===== src/rtl/fu_result_arbiter.sv =====
// Execute-stage result arbiter: grants one functional unit per cycle into the
// single EX/MEM result slot, with starvation protection for low-priority units.
module fu_result_arbiter #(
  parameter int NUM_UNITS    = 10,
  parameter int DATA_W       = 32,
  parameter int RD_W         = 5,
  parameter int STARVE_LIMIT = 4
) (
  input  logic                        clk,
  input  logic                        reset_n,
  input  logic [NUM_UNITS-1:0]        req_valid_i,
  output logic [NUM_UNITS-1:0]        req_ready_o,
  input  logic [NUM_UNITS*DATA_W-1:0] req_result_i,
  input  logic [NUM_UNITS*RD_W-1:0]   req_rd_i,
  input  logic [NUM_UNITS-1:0]        req_fp_i,
  output logic                        out_valid_o,
  input  logic                        out_ready_i,
  output logic [DATA_W-1:0]           out_result_o,
  output logic [RD_W-1:0]             out_rd_o,
  output logic                        out_fp_o,
  output logic [3:0]                  out_sel_o
);

  localparam logic [3:0] SEL_DEFAULT = 4'd7;
  localparam logic [3:0] LIMIT       = 4'(STARVE_LIMIT);

  // Lowest set index wins: index 0 carries the highest priority.
  function automatic logic [3:0] lowest_idx(input logic [NUM_UNITS-1:0] v);
    logic [3:0] idx;
    idx = '0;
    for (int i = NUM_UNITS - 1; i >= 0; i--) begin
      if (v[i]) idx = 4'(i);
    end
    return idx;
  endfunction

  function automatic logic [3:0] sat_inc(input logic [3:0] c);
    return (c >= LIMIT) ? LIMIT : c + 4'd1;
  endfunction

  logic                 out_valid_q, out_valid_d;
  logic [DATA_W-1:0]    out_result_q, out_result_d;
  logic [RD_W-1:0]      out_rd_q, out_rd_d;
  logic                 out_fp_q, out_fp_d;
  logic [3:0]           out_sel_q, out_sel_d;
  logic [3:0]           cnt_q [NUM_UNITS];
  logic [3:0]           cnt_d [NUM_UNITS];

  logic                 can_load;
  logic                 any_grant;
  logic [3:0]           gnt_idx;
  logic [NUM_UNITS-1:0] starved;
  logic [NUM_UNITS-1:0] gnt;
  logic [DATA_W-1:0]    sel_result;
  logic [RD_W-1:0]      sel_rd;
  logic                 sel_fp;

  assign can_load = ~out_valid_q | out_ready_i;

  always_comb begin
    for (int i = 0; i < NUM_UNITS; i++) begin
      starved[i] = req_valid_i[i] & (cnt_q[i] == LIMIT);
    end
  end

  // Starved requesters pre-empt the fixed priority order.
  always_comb begin
    any_grant = can_load & (|req_valid_i);
    gnt_idx   = (|starved) ? lowest_idx(starved) : lowest_idx(req_valid_i);
    for (int i = 0; i < NUM_UNITS; i++) begin
      gnt[i] = any_grant & (gnt_idx == 4'(i));
    end
  end

  // Ready is masked by reset so nothing handshakes while the slot is being cleared.
  assign req_ready_o = gnt & {NUM_UNITS{reset_n}};

  always_comb begin
    sel_result = '0;
    sel_rd     = '0;
    sel_fp     = 1'b0;
    for (int i = 0; i < NUM_UNITS; i++) begin
      if (gnt[i]) begin
        sel_result = req_result_i[i*DATA_W +: DATA_W];
        sel_rd     = req_rd_i[i*RD_W +: RD_W];
        sel_fp     = req_fp_i[i];
      end
    end
  end

  // Backpressure freezes the counters so a stalled pipe is not mistaken for starvation.
  always_comb begin
    for (int i = 0; i < NUM_UNITS; i++) begin
      if (!req_valid_i[i] || gnt[i]) begin
        cnt_d[i] = '0;
      end else if (can_load) begin
        cnt_d[i] = sat_inc(cnt_q[i]);
      end else begin
        cnt_d[i] = cnt_q[i];
      end
    end
  end

  always_comb begin
    out_valid_d  = out_valid_q;
    out_result_d = out_result_q;
    out_rd_d     = out_rd_q;
    out_fp_d     = out_fp_q;
    out_sel_d    = out_sel_q;
    if (can_load) begin
      out_valid_d = any_grant;
      if (any_grant) begin
        out_result_d = sel_result;
        out_rd_d     = sel_rd;
        out_fp_d     = sel_fp;
        out_sel_d    = gnt_idx;
      end
    end
  end

  always_ff @(posedge clk or negedge reset_n) begin
    if (!reset_n) begin
      out_valid_q  <= 1'b0;
      out_result_q <= '0;
      out_rd_q     <= '0;
      out_fp_q     <= 1'b0;
      out_sel_q    <= SEL_DEFAULT;
      for (int i = 0; i < NUM_UNITS; i++) cnt_q[i] <= '0;
    end else begin
      out_valid_q  <= out_valid_d;
      out_result_q <= out_result_d;
      out_rd_q     <= out_rd_d;
      out_fp_q     <= out_fp_d;
      out_sel_q    <= out_sel_d;
      for (int i = 0; i < NUM_UNITS; i++) cnt_q[i] <= cnt_d[i];
    end
  end

  assign out_valid_o  = out_valid_q;
  assign out_result_o = out_result_q;
  assign out_rd_o     = out_rd_q;
  assign out_fp_o     = out_fp_q;
  assign out_sel_o    = out_sel_q;

endmodule


===== config.mk =====
export PLATFORM = sky130hd
export DESIGN_NAME = fu_result_arbiter
export DESIGN_NICKNAME = d
export VERILOG_FILES = /design/src/rtl/fu_result_arbiter.sv
export SDC_FILE = /design/constraint.sdc
export NUM_CORES = 1
export LEC_CHECK = 0
export BUFFER_PORTS_ARGS = -buffer_cell sky130_fd_sc_hd__buf_4
export CAP_MARGIN = 10
export CELL_PAD_IN_SITES_DETAIL_PLACEMENT = 2
export CELL_PAD_IN_SITES_GLOBAL_PLACEMENT = 2
export CORE_MARGIN = 2
export CORE_UTILIZATION = 23
export DETAILED_ROUTE_END_ITERATION = 10
export PLACE_DENSITY = 0.79
export SETUP_SLACK_MARGIN = 0.3
export SYNTH_ARGS = -nofsm -noshare
export SYNTH_HDL_FRONTEND = slang
export SYNTH_SLANG_ARGS = --single-unit

===== constraint.sdc =====
create_clock -name clk -period 4.3 [get_ports clk]
set_input_delay 0.645 -clock clk [delete_from_list [all_inputs] [get_ports clk]]
set_output_delay 0.645 -clock clk [all_outputs]
set_load 0.01 [all_outputs]

[Word level (Yosys, flattened, before mapping)]
Index checks and enable logic that the tools add are counted.
Word-level totals
  bits in registers: 83
  bits of input ports: 393
  output and inout bits: 53
  word-level logic and storage cells: 193
Cells by class
  add/sub/neg operators: 10
  order comparisons: 10
  eq/ne operators: 19
  muxes and demuxes: 81
  bitwise gates (word level): 24
  reductions and logical operators: 34
Operator list (count)
  32-bit two-way mux: 10
  4-bit two-way mux: 51
  4-bit by 3-bit equality test with 1-bit output (second input constant): 14
  5-bit two-way mux: 10
  4-bit by 1-bit adder with 4-bit output (second input constant): 10
  4-bit by 3-bit >= comparator with 1-bit output (second input constant): 10
  1-bit bitwise AND: 21
  2-bit nonzero test: 10
  10-bit OR reduction: 2
  10-bit bitwise AND: 1
  1-bit logical NOT: 10
  1-bit logical OR: 10
  1-bit two-way mux: 10
  4-bit by 2-bit equality test with 1-bit output (second input constant): 2
  4-bit equality test (second input constant): 2
  4-bit by 1-bit equality test with 1-bit output (second input constant): 1
  4-bit logical NOT: 1
  2-bit AND reduction: 1
  1-bit NOT: 1
  1-bit OR: 1

[Logic depth before layout (Yosys ltp)]
Gate-level depths: netlist of run 1.
  depth after elaboration: 25
  gate-level depth with buffers: 14
  mapped depth without buffers: 10

[Least setup slack after synthesis of run 1]
Ideal clock, no wire load.
  kind: input to output
  from: input port req_valid_i[4]
  to: output port req_ready_o[2]
  data arrival time: 2874 ps
  data required time: 3655 ps
  setup slack: 781 ps
  stages on the path: 9
  buffers on the path: 3
  path through: and4b_4 > nor4b_4 > or4b_1 > buf_2 > a211oi_2 > nor2_1 > clkbuf_1 > clkbuf_1 > and3_1
On the way
  word-level cells in the longest chain between the ends: 10
  elaborated cells on any way between the ends: 18
  those cells by class: eq/ne: 1; mux: 11; bitwise: 4; reduce/logical: 2
RTL lines
  start: declaration: line 11  | input logic [NUM_UNITS-1:0] req_valid_i,
  1-bit bitwise AND: line 62  | starved[i] = req_valid_i[i] & (cnt_q[i] == LIMIT);
  4-bit two-way mux (5 in series): line 32  | if (v[i]) idx = 4'(i);
  4-bit two-way mux: line 69  | gnt_idx = (|starved) ? lowest_idx(starved) : lowest_idx(req_valid_i);
  4-bit by 2-bit equality test with 1-bit output: line 71  | gnt[i] = any_grant & (gnt_idx == 4'(i));
  1-bit bitwise AND (*): line 71
  10-bit bitwise AND (*): line 76  | assign req_ready_o = gnt & {NUM_UNITS{reset_n}};
  end: declaration: line 12  | output logic [NUM_UNITS-1:0] req_ready_o,
Every way passes the cells marked *; elsewhere a longest branch is shown, timed or not.

[Final worst setup path of run 1]
  from: register cnt_q[20] in the netlist's numbering
  to: output port req_ready_o[7]
On the way
  word-level cells in the longest chain between the ends: 11
  elaborated cells on any way between the ends: 12
  those cells by class: eq/ne: 2; mux: 6; bitwise: 3; reduce/logical: 1
RTL lines
  start: declaration: line 46  | logic [3:0] cnt_q [NUM_UNITS];
  4-bit by 3-bit equality test with 1-bit output (*): line 62
  1-bit bitwise AND (*): line 62
  4-bit two-way mux (5 in series): line 32
  4-bit two-way mux (*): line 69
  4-bit by 3-bit equality test with 1-bit output (*): line 71
  1-bit bitwise AND (*): line 71
  10-bit bitwise AND (*): line 76
Marks and branches as above.

==> out/results.ini, run 1 <==
[timing]
setup_viol_count_final = 0
finClkSkew_ns = 0.0158
slew_headroom_pct = 36.0
timing_hold_violations_final = 0
period_needed_ns = 3.91
fmax_ghz = 0.256
tns_ns = 0
slew_viol_final = 0
timing.final.crit_share_pct = 90.9
tightestPinTransition_ns = 0.957
grt_setup_unrepaired = no

[synthesis]
synth_top_area_share_pct = 28.0
yosysWarnings = 0
synth_top_family_by_area = compound AO/OA/AOI/OAI gates
synth.largest_area_cell = dfrtp_1
netlist_area_um2 = 7140
yosysMostFrequentCell = a21oi_1
yosys_most_used_dff = dfrtp_1
synthXorXnorAreaFrac_pct = 0
synthCells = 881
synth_nets = 1294
ys_seq_area_share_pct = 29.1
synth-compound-area-share_pct = 33.9
avgSynthCellArea_um2 = 8.10
synth_edf_count = 0
synth.area.mux_share_pct = 7.47
yosys.area_share.simple_pct = 18.8
ys_types = 64
synth-seq-cells = 83
synth-async-reset-ratio_pct = 100
ys_top_cells_by_count = a21oi_1 (82), dfrtp_1 (80), nand2_1 (74)
synthAdderAreaFrac_pct = 3.51
synthTopCellsByArea = dfrtp_1 (28%), a21oi_1 (5.7%), a221oi_1 (3.9%), nand2_1 (3.9%), and3_1 (3.9%)

[floorplan]
chipHeight_um = 180
core_area_um2 = 30600
initial_utilization_pct = 23.3
rows = 64
io_pins = 446
die_x_um = 180
fp.dieArea_um2 = 32500

[setup_path]
crit_path_max_incr_delay_ns = 0.59
crit_slowest_cell = or4b_4
crit_path_frequent_cell = buf_4
rr_worst_depth = 11
worst_ep_arrival_time_ns = 3.26
start_kind = register
critical_path_class = reg2out
required_ns = 3.65
critPathCaptureType = output port
path_cells = inv_1, ha_1, and4b_4, nor4b_4, or4b_4, a211o_4, buf_4, a211oi_4, and2_4, buf_4
critPathMaxFanout = 6

[global_routing]
grtUsageTotal_pct = 27.7
grt_max_degree = 54
antenna_found_initial = 13
grt_pass1_vias = 10400
grt_pass1_wl_mm = 67.6
overflow = 0

[final_layout]
multi_input_area_um2 = 4620
postLayoutCellArea_um2 = 11400
layout.nets = 1715
final-seq-area_um2 = 2080
final.fill_count = 3585
syn_to_final_growth_pct = 59.1
drive_above_1_share_pct = 43.0

[pwr]
peakVddDrop_v = 0.000178
p_total_mw = 2.88
power_leakage_nw = 5.31
powerDensity_nw_per_um2 = 253

[clocking]
clkTransAtPathRegs_ns = 0.08
insertion_delay_ns = 0.36
cts_tree = yes
cts-htree-levels = 3
cts_buffers = 9
cts_sinks = 83
clockRootBuffer = clkbuf_16
clockBufferDepth = 2

[detailed_routing]
drt_wl_total_mm = 47.1
drtPass1Iterations = 6
wl_per_cell_um = 27.4
vias_per_cell = 5.50
drt_iter0_drc = 466
ant_nets = 0
num_vias = 9440
drc = 0

[outcome]
outcome = finished clean

[placement]
place.gp.congestion = 0.923
port_buffers = 445
post_dp_cell_area_um2 = 11000
dpl.hpwl_mm = 37.4

[run]
drv_cap = 0

[worst_hold_path]
hold_path_class = in2async

-- cells in the final DEF, fill, tap and decap left out, types with 20 or more instances in the layout --
master and count:
buf_4 483, a21oi_1 82, dfrtp_1 80, nand2_1 71, nor2_1 65, o21ai_0 49
and3_1 44, inv_1 37, a221oi_1 32, a22oi_1 30, o21ai_1 26, mux2_2 24
mux2i_1 24, a32oi_1 20, o22ai_1 20, ha_1 20
-- cells by family after synthesis --
logic type	count (synthesis)
adders and majority gates	20
DFF	83
muxes	50
buffers and inverters	114
and+or+nand+nor	259
AOI/OAI and AO/OA	355
-- where the power goes --
part	internal (mW)	leakage, nW	switching, mW
Clock	0.410	0.139	0.418
Combinational	0.551	4.11	0.560
Sequential	0.869	1.06	0.0681
-- final cells by class --
cell class / instances / share of cell area (%)
Antenna cell: 14 / 0.308
Clock buffer: 9 / 1.98
Clock inverter: 7 / 0.628
Inverter: 37 / 1.22
Multi-Input combinational cell: 684 / 40.6
Sequential cell: 83 / 18.3
Tap cell: 396 / 4.36
Timing Repair Buffer: 487 / 32.5
-- worst paths after layout --
path	start	endpoint	slack (ns)
max	cnt_q[20]	req_ready_o[7]	0.39
min	reset_n	out_result_o[25]	0.34
max reg2reg	cnt_q[20]	out_result_o[7]	0.64
min reg2reg	out_sel_o[2]	out_sel_o[2]	0.48
max in group asynchronous	reset_n	out_sel_o[0]	3.04
min in group clk	out_sel_o[2]	out_sel_o[2]	0.48
-- state kept, by name, indices dropped and copies added, names as in the netlist --
| register | flops |
|---|---|
| out_sel_o | 4 |
| out_fp_o | 1 |
| out_rd_o | 5 |
| out_result_o | 32 |
| out_valid_o | 1 |
| cnt_q | 40 |
-- worst max-delay path, delay by kind of cell, from the launching register on --
family                     cells  cell delay (ns)
AOI/OAI and AO/OA              2             0.59
adders and majority gates      1             0.21
buffers and inverters          3             0.39
DFF                            1             0.35
and+or+nand+nor                4             1.36
-- layer usage --
metal | up-vias | track usage (%) | wire [um]
li1 | 4213 | - | -
met5 | - | 0 | 0
met2 | 370 | 46.9 | 23300
met3 | 96 | 6.59 | 3170
met4 | 0 | 13.0 | 2120
met1 | 4761 | 33.1 | 18500
-- metrics by stage --
stage          std cells  utilization (%)  worst slack, ns  hold WS, ns
2_1_floorplan        881                -            0.781        0.349
3_3_place_gp        1684             35.9            0.465        0.447
3_5_place_dp        1684             35.9            0.340        0.471
4_1_cts             1701             36.9            0.340        0.380
5_1_grt             1715             37.1            0.264        0.401
6_report            1717             37.1            0.393        0.342
-- timing repair --
item,in CTS,in global routing
gates resized for setup,2,7
hold buffers,0,0
gates cloned,0,0
buffers inserted,1,2
setup endpoints to repair,6,6
pin swaps,1,3
No activity file was read; power rests on OpenSTA's default activity.
==> run 2, diff against run 1 <==
ABC_AREA = 1   (was default)
CORE_UTILIZATION = 21   (was 23)
PLACE_DENSITY = 0.78   (was 0.79)
==> run 2 against run 1 <==
  * Design area decreased by 0.56%
  * Global-route usage is 3.5 points lower
  * Largest power group unchanged
  * Critical path type unchanged
  * Maximum frequency up 4.2%
==> out/results.ini, run 2 <==
[outcome]
outcome = finished clean

[floorplan]
fp.dieArea_um2 = 36200  ; +11%
rows = 68  ; +6.3%
die_x_um = 190  ; +5.5%
chipHeight_um = 190  ; +5.5%
io_pins = 446  ; unchanged
initial_utilization_pct = 21.2  ; -2.2 points
core_area_um2 = 34400  ; +12%

[synthesis]
ys_types = 37  ; -42%
netlist_area_um2 = 7280  ; +1.9%
yosys_most_used_dff = dfrtp_1
synthTopCellsByArea = dfrtp_1 (28%), nand2_1 (18%), nand4_1 (9.2%), nand3_1 (8.5%), inv_1 (6.8%)
ys_top_cells_by_count = nand2_1 (348), inv_1 (132), nand3_1 (124)
yosysMostFrequentCell = nand2_1
synth-async-reset-ratio_pct = 100  ; unchanged
avgSynthCellArea_um2 = 6.22  ; -23%
synth_top_area_share_pct = 27.5  ; -0.54 points
ys_seq_area_share_pct = 28.6  ; -0.56 points
synth.largest_area_cell = dfrtp_1
synth_nets = 1583  ; +22%
synth-seq-cells = 83  ; unchanged
synth_edf_count = 0  ; unchanged
synthCells = 1170  ; +33%
yosysWarnings = 0  ; unchanged

[final_layout]
largest_reg_flops = 40  ; unchanged
utilization_pct = 32.9  ; -4.3 points
drive_above_1_share_pct = 33.5  ; -9.5 points
syn_to_final_growth_pct = 55.2
final_cell_mix = buf_4 (464), nand2_1 (348), inv_1 (132), nand3_1 (124), nor2_1 (116)
top_register = cnt_q
layout.nets = 1994  ; +16%
layout_commonest_cell = buf_4

[setup_path]
worst-r2r-setup-slack_ns = 0.95  ; +0.31 ns
r2r-start = cnt_q[28]
critical_path_class = reg2out
crit_slowest_cell = o21ai_4
required_ns = 3.65  ; about the same
rr_worst_depth = 16  ; +5
crit_path_max_incr_delay_ns = 0.57  ; -0.02 ns
critPathMaxFanout = 28  ; +22
critPathCaptureType = output port
timing.rr.end = out_result_o[21]
path_cells = inv_1, ha_1, nand4_1, nand2_1, nor2_2, nand3_2, o21ai_4, inv_4, buf_6, nand2_1, nor2_4, inv_1, nor2_1, buf_4
start_kind = register
worst_ep_arrival_time_ns = 3.11  ; -0.15 ns

[timing]
finClkSkew_ns = 0.0168  ; +0.000990 ns
period_needed_ns = 3.75  ; -0.156 ns
timing.final.crit_share_pct = 87.2  ; -3.6 points
grt_setup_unrepaired = no
timing_hold_violations_final = 0  ; unchanged
tns_ns = 0  ; unchanged
slew_viol_final = 0  ; unchanged
setup_viol_count_final = 0  ; unchanged
tightestPinTransition_ns = 0.863  ; -0.0935 ns
fmax_ghz = 0.267  ; +4.2%
slew_headroom_pct = 42.5  ; +6.5 points

[worst_hold_path]
hold_path_class = in2async

[clocking]
clkTransAtPathRegs_ns = 0.07  ; about the same
cts-htree-levels = 3  ; unchanged
clockRootBuffer = clkbuf_16
insertion_delay_ns = 0.38  ; +0.02 ns
cts_tree = yes
clockBufferDepth = 2  ; unchanged
cts_sinks = 83  ; unchanged
cts_buffers = 9  ; unchanged

[pwr]
pwr-share-seq_pct = 32.7  ; about the same
power_leakage_nw = 5.75  ; +8.4%
combPwrFrac_pct = 40.9  ; +2.3 points
p_total_mw = 3.08  ; +7.3%
clkPwrFrac_pct = 26.4  ; -2.4 points
internal_power_mw = 1.88  ; +2.7%
powerDensity_nw_per_um2 = 273  ; +7.9%
p_sw_share_pct = 39.1  ; +2.7 points
netSwitchingPower_mw = 1.20  ; +15%
peakVddDrop_v = 0.000205  ; +15%

[global_routing]
grt_pass1_vias = 10400  ; -0.34%
antenna_found_initial = 3  ; -10
grt_pass1_wl_mm = 64.8  ; -4.1%
overflow = 0  ; unchanged
grt_max_degree = 62  ; +15%
grtUsageTotal_pct = 24.2  ; -3.5 points

[detailed_routing]
drt_wl_total_mm = 44.6  ; -5.1%
drt_iter0_drc = 392  ; -16%
vias_per_cell = 4.73  ; -14%
num_vias = 9651  ; +2.2%
ant_nets = 0  ; unchanged
drc = 0  ; unchanged
drtPass1Iterations = 4  ; -2
wl_per_cell_um = 21.9  ; -20%

[placement]
dpl.hpwl_mm = 35.1  ; -6.1%
place.gp.congestion = 0.883  ; -4.3%
port_buffers = 445  ; unchanged

[run]
drv_cap = 0  ; unchanged

[run 2: logic make-up after synthesis]
kind of cell	count (synthesis)	share of synthesized area (%)
flops	83	28.6
simple gates	774	49.7
buf+inv	212	12.5
compound gates	81	5.81
fa+ha+maj	20	3.44
[run 2: critical path, delay by kind of cell, from the launching register on]
family	cells	cell delay, ns
simple gates	7	0.87
fa+ha+maj	1	0.20
flops	1	0.38
compound gates	1	0.57
buf+inv	5	0.71
[run 2: metal layers]
metal,up-vias,track usage (%),part of all wire (%)
li1,4596,-,-
met1,4734,30.1,42
met2,257,42.3,50
met3,60,4.24,4.8
met4,4,7.66,2.6
met5,-,0,0.045
[run 2: power groups by stage]
| stage | clock network, mW | logic (mW) | registers [mW] |
|---|---|---|---|
| global route | 0.862 | 1.39 | 1.03 |
| CTS | 0.843 | 1.28 | 1.01 |
| floorplan | 0 | 0.493 | 1.05 |
| finish | 0.814 | 1.26 | 1.01 |
| detailed placement | 0 | 1.28 | 1.02 |
| global placement | 0 | 1.24 | 1.01 |
[run 2: through the flow]
stage,cell area [um2],cells,hold slack (ns),setup slack (ns)
global route,11300,2040,0.223,0.324
CTS,11300,2039,0.211,0.427
finish,11300,2041,0.215,0.549
detailed placement,11000,2024,0.482,0.736
floorplan,7280,1170,0.349,1.49
global placement,11000,2024,0.458,0.812
[run 2: how the worst max path moves through the flow]
stage	startpoint	to	slack, ns	depth (start not counted)
floorplan	req_valid_i[8]	req_ready_o[6]	1.49	20
global placement	req_valid_i[2]	req_ready_o[9]	0.81	13
detailed placement	req_valid_i[2]	req_ready_o[9]	0.74	13
CTS	cnt_q[28]	req_ready_o[9]	0.43	14
global route	cnt_q[28]	req_ready_o[9]	0.32	14
finish	cnt_q[28]	req_ready_o[9]	0.55	14
[run 2: layout make-up]
class / instances / area, um2
multi-input combinational: 875 / 4320
antenna: 1 / 2.50
timing repair buffer: 465 / 3490
inverter: 147 / 554
sequential: 83 / 2080
fill: 4284 / 23100
clock buffer: 9 / 225
clock inverter: 6 / 48.8
tap: 455 / 569
[run 2: what timing repair did]
| action | CTS | global route |
|---|---|---|
| hold buffers | 0 | 0 |
| resized for setup | 0 | 1 |
| buffers inserted | 0 | 1 |
| setup endpoints to repair | 0 | 3 |
==> run 3, diff against run 2 <==
CORE_UTILIZATION = 19   (was 21)
PLACE_DENSITY = 0.74   (was 0.78)
clock period = 3.1 ns   (was 4.3 ns; I/O delays follow)
==> run 3 against run 2 <==
  * Critical path depth unchanged
  * Power increased by 56%
  * Utilization rose by 1.9 points
  * First-iteration DRC count down 18%
  * Count of clock-buffer cells in the layout unchanged
  * Routed wire length is 13% higher
  * Design area rose by 16%
  * Cell count is 8.1% higher
  * Clock power increased by 47%
  * Sequential power up 39%
  * Largest power group unchanged
  * Combinational power grew 76%
==> out/results.ini, run 3 (synthesis gave the netlist of run 2 again) <==
[detailed_routing]
wl_met2_mm = 26.2  ; +17%
ant_nets = 0  ; unchanged
wl_per_cell_um = 22.9  ; +4.5%
top_layer = met4
route.met3.wl_mm = 1.79  ; -17%
vias_per_cell = 4.66  ; -1.4%
drt_wl_total_mm = 50.4  ; +13%
drtPass1Iterations = 5  ; +1
drc = 0  ; unchanged
drt_iter0_drc = 323  ; -18%
wl_met1_mm = 21.0  ; +11%
num_vias = 10300  ; +6.6%

[worst_hold_path]
hold_path_class = in2async

[setup_path]
rr_worst_depth = 24  ; +8
crit_end = req_ready_o[7]
critPathCaptureType = output port
worst-r2r-setup-slack_ns = 0.21  ; -0.74 ns
required_ns = 2.63  ; -1.02 ns
r2r-start = cnt_q[5]
worst_ep_arrival_time_ns = 2.57  ; -0.54 ns
critPathMaxFanout = 6  ; -79%
crit_slowest_cell = dfrtp_1
timing.rr.end = out_rd_o[4]
start_kind = register
critical_path_buf_inv_count = 7  ; +2
crit_family = buffers and inverters
cp.depth = 14  ; unchanged
critical_path_class = reg2out
crit_start = cnt_q[4]
path_cells = inv_2, ha_4, nand2_4, inv_4, buf_4, a21oi_4, nand3_4, o21ai_4, buf_12, inv_12, nor3_4, bufinv_16, nor2_4, buf_6
crit_path_max_incr_delay_ns = 0.36  ; -0.21 ns

[floorplan]
rows = 71  ; +4.4%
chipHeight_um = 200  ; +5.0%
fp.dieArea_um2 = 39900  ; +10%
die_x_um = 200  ; +5.0%
core_area_um2 = 37700  ; +9.6%
initial_utilization_pct = 19.3  ; -1.9 points
io_pins = 446  ; unchanged

[clocking]
hold_buffers = 0  ; unchanged
cts_tree = yes
clkTransAtPathRegs_ns = 0.09  ; +0.02 ns
clockBufferDepth = 2  ; unchanged
cts_buffers = 9  ; unchanged
cts_sinks = 83  ; unchanged
clockRootBuffer = clkbuf_16
cts-htree-levels = 3  ; unchanged
insertion_delay_ns = 0.39  ; about the same

[global_routing]
grtUsageTotal_pct = 24.2  ; +0.045 points
overflow = 0  ; unchanged
antenna_found_initial = 1  ; -2
grt_max_degree = 48  ; -23%
grt_pass1_wl_mm = 70.4  ; +8.6%
grt_pass1_vias = 11200  ; +8.0%

[final_layout]
postLayoutCellArea_um2 = 13100  ; +16%
layout.nets = 2101  ; +5.4%
syn_to_final_growth_pct = 79.9
final-seq-area_um2 = 2080  ; unchanged
layout_commonest_cell = buf_4
drive_above_1_share_pct = 42.5  ; +9.0 points
utilization_pct = 34.8  ; +1.9 points
multi_input_area_um2 = 4740  ; +9.8%
top_register = cnt_q
final_cell_mix = buf_4 (522), nand2_1 (321), nand3_1 (119), inv_1 (116), nand4_1 (107)
final.fill_count = 4529  ; +5.7%
largest_reg_flops = 40  ; unchanged

[pwr]
power_leakage_nw = 6.52  ; +14%
p_total_mw = 4.81  ; +56%
peakVddDrop_v = 0.000303  ; +47%
powerDensity_nw_per_um2 = 367  ; +35%

[timing]
slew_headroom_pct = 49.8  ; +7.3 points
grt_setup_unrepaired = yes
timing.final.crit_share_pct = 97.8
fmax_ghz = 0.330
setup_viol_count_final = 0  ; unchanged
period_needed_ns = 3.03
finClkSkew_ns = 0.0151  ; -0.00171 ns
tns_ns = 0  ; unchanged
worst_slack_ns = 0.0678  ; -0.481 ns
tightestPinTransition_ns = 0.753  ; -0.110 ns
slew_viol_final = 0  ; unchanged
timing_hold_violations_final = 0  ; unchanged

[run]
drv_cap = 0  ; unchanged

[placement]
dpl.hpwl_mm = 36.2  ; +2.9%
post_dp_cell_area_um2 = 11200  ; +2.0%
port_buffers = 445  ; unchanged
pre_cts_slack_ns = -0.219  ; -0.955 ns
place.gp.congestion = 0.873  ; -1.1%

[outcome]
outcome = finished clean

[run 3: cell types whose count changed in the layout (fill, tap and decap cells not counted), moves of 10 or more]
| cell | before | now |
|---|---|---|
| buf_12 | 0 | 13 |
| buf_4 | 464 | 522 |
| buf_6 | 1 | 21 |
| inv_1 | 132 | 116 |
| inv_2 | 12 | 25 |
| nand2_1 | 348 | 321 |
| nand2_2 | 2 | 19 |
| nor2_1 | 116 | 100 |
| nor2_4 | 5 | 15 |
[run 3: final cells by class]
| class | instances | area share (%) |
|---|---|---|
| clock inverter | 7 | 0.583 |
| tap | 511 | 4.88 |
| antenna | 2 | 0.0382 |
| inverter | 147 | 4.59 |
| multi-input combinational | 877 | 36.2 |
| clock buffer | 9 | 1.72 |
| sequential | 83 | 15.9 |
| timing repair buffer | 569 | 36.0 |
| timing repair inverter | 1 | 0.0669 |
[run 3: through the flow]
step / std cells / hold slack (ns)
after detailed placement: 2090 / 0.474
after global placement: 2090 / 0.461
after CTS: 2178 / 0.214
after global routing: 2205 / 0.228
final: 2206 / 0.183
after floorplan: 1170 / 0.169
[run 3: worst min-delay path by stage]
stage                 start               end  cells past startpoint
2_1_floorplan       reset_n          cnt_q[0]                      0
3_3_place_gp   out_sel_o[2]      out_sel_o[2]                      2
3_5_place_dp   out_sel_o[2]      out_sel_o[2]                      2
4_1_cts             reset_n  out_result_o[11]                      2
5_1_grt             reset_n  out_result_o[10]                      2
6_report            reset_n  out_result_o[10]                      2
[run 3: repair_timing]
item	CTS	global route
resized for setup	109	68
pin swaps	38	57
cloned	6	1
setup endpoints to repair	61	52
setup buffers	66	24
[run 3: layer usage]
metal / track usage (%) / up-vias
met5: 0 / -
met3: 3.80 / 68
met1: 29.0 / 5141
met2: 43.9 / 253
met4: 8.15 / 0
li1: - / 4824
[run 3: power by group]
group | total, mW | internal (mW) | switching [mW] | leakage, nW
clock network | 1.20 | 0.577 | 0.621 | 0.149
logic | 2.22 | 1.07 | 1.14 | 5.31
registers | 1.40 | 1.27 | 0.130 | 1.06
total | 4.81 | 2.92 | 1.89 | 6.52
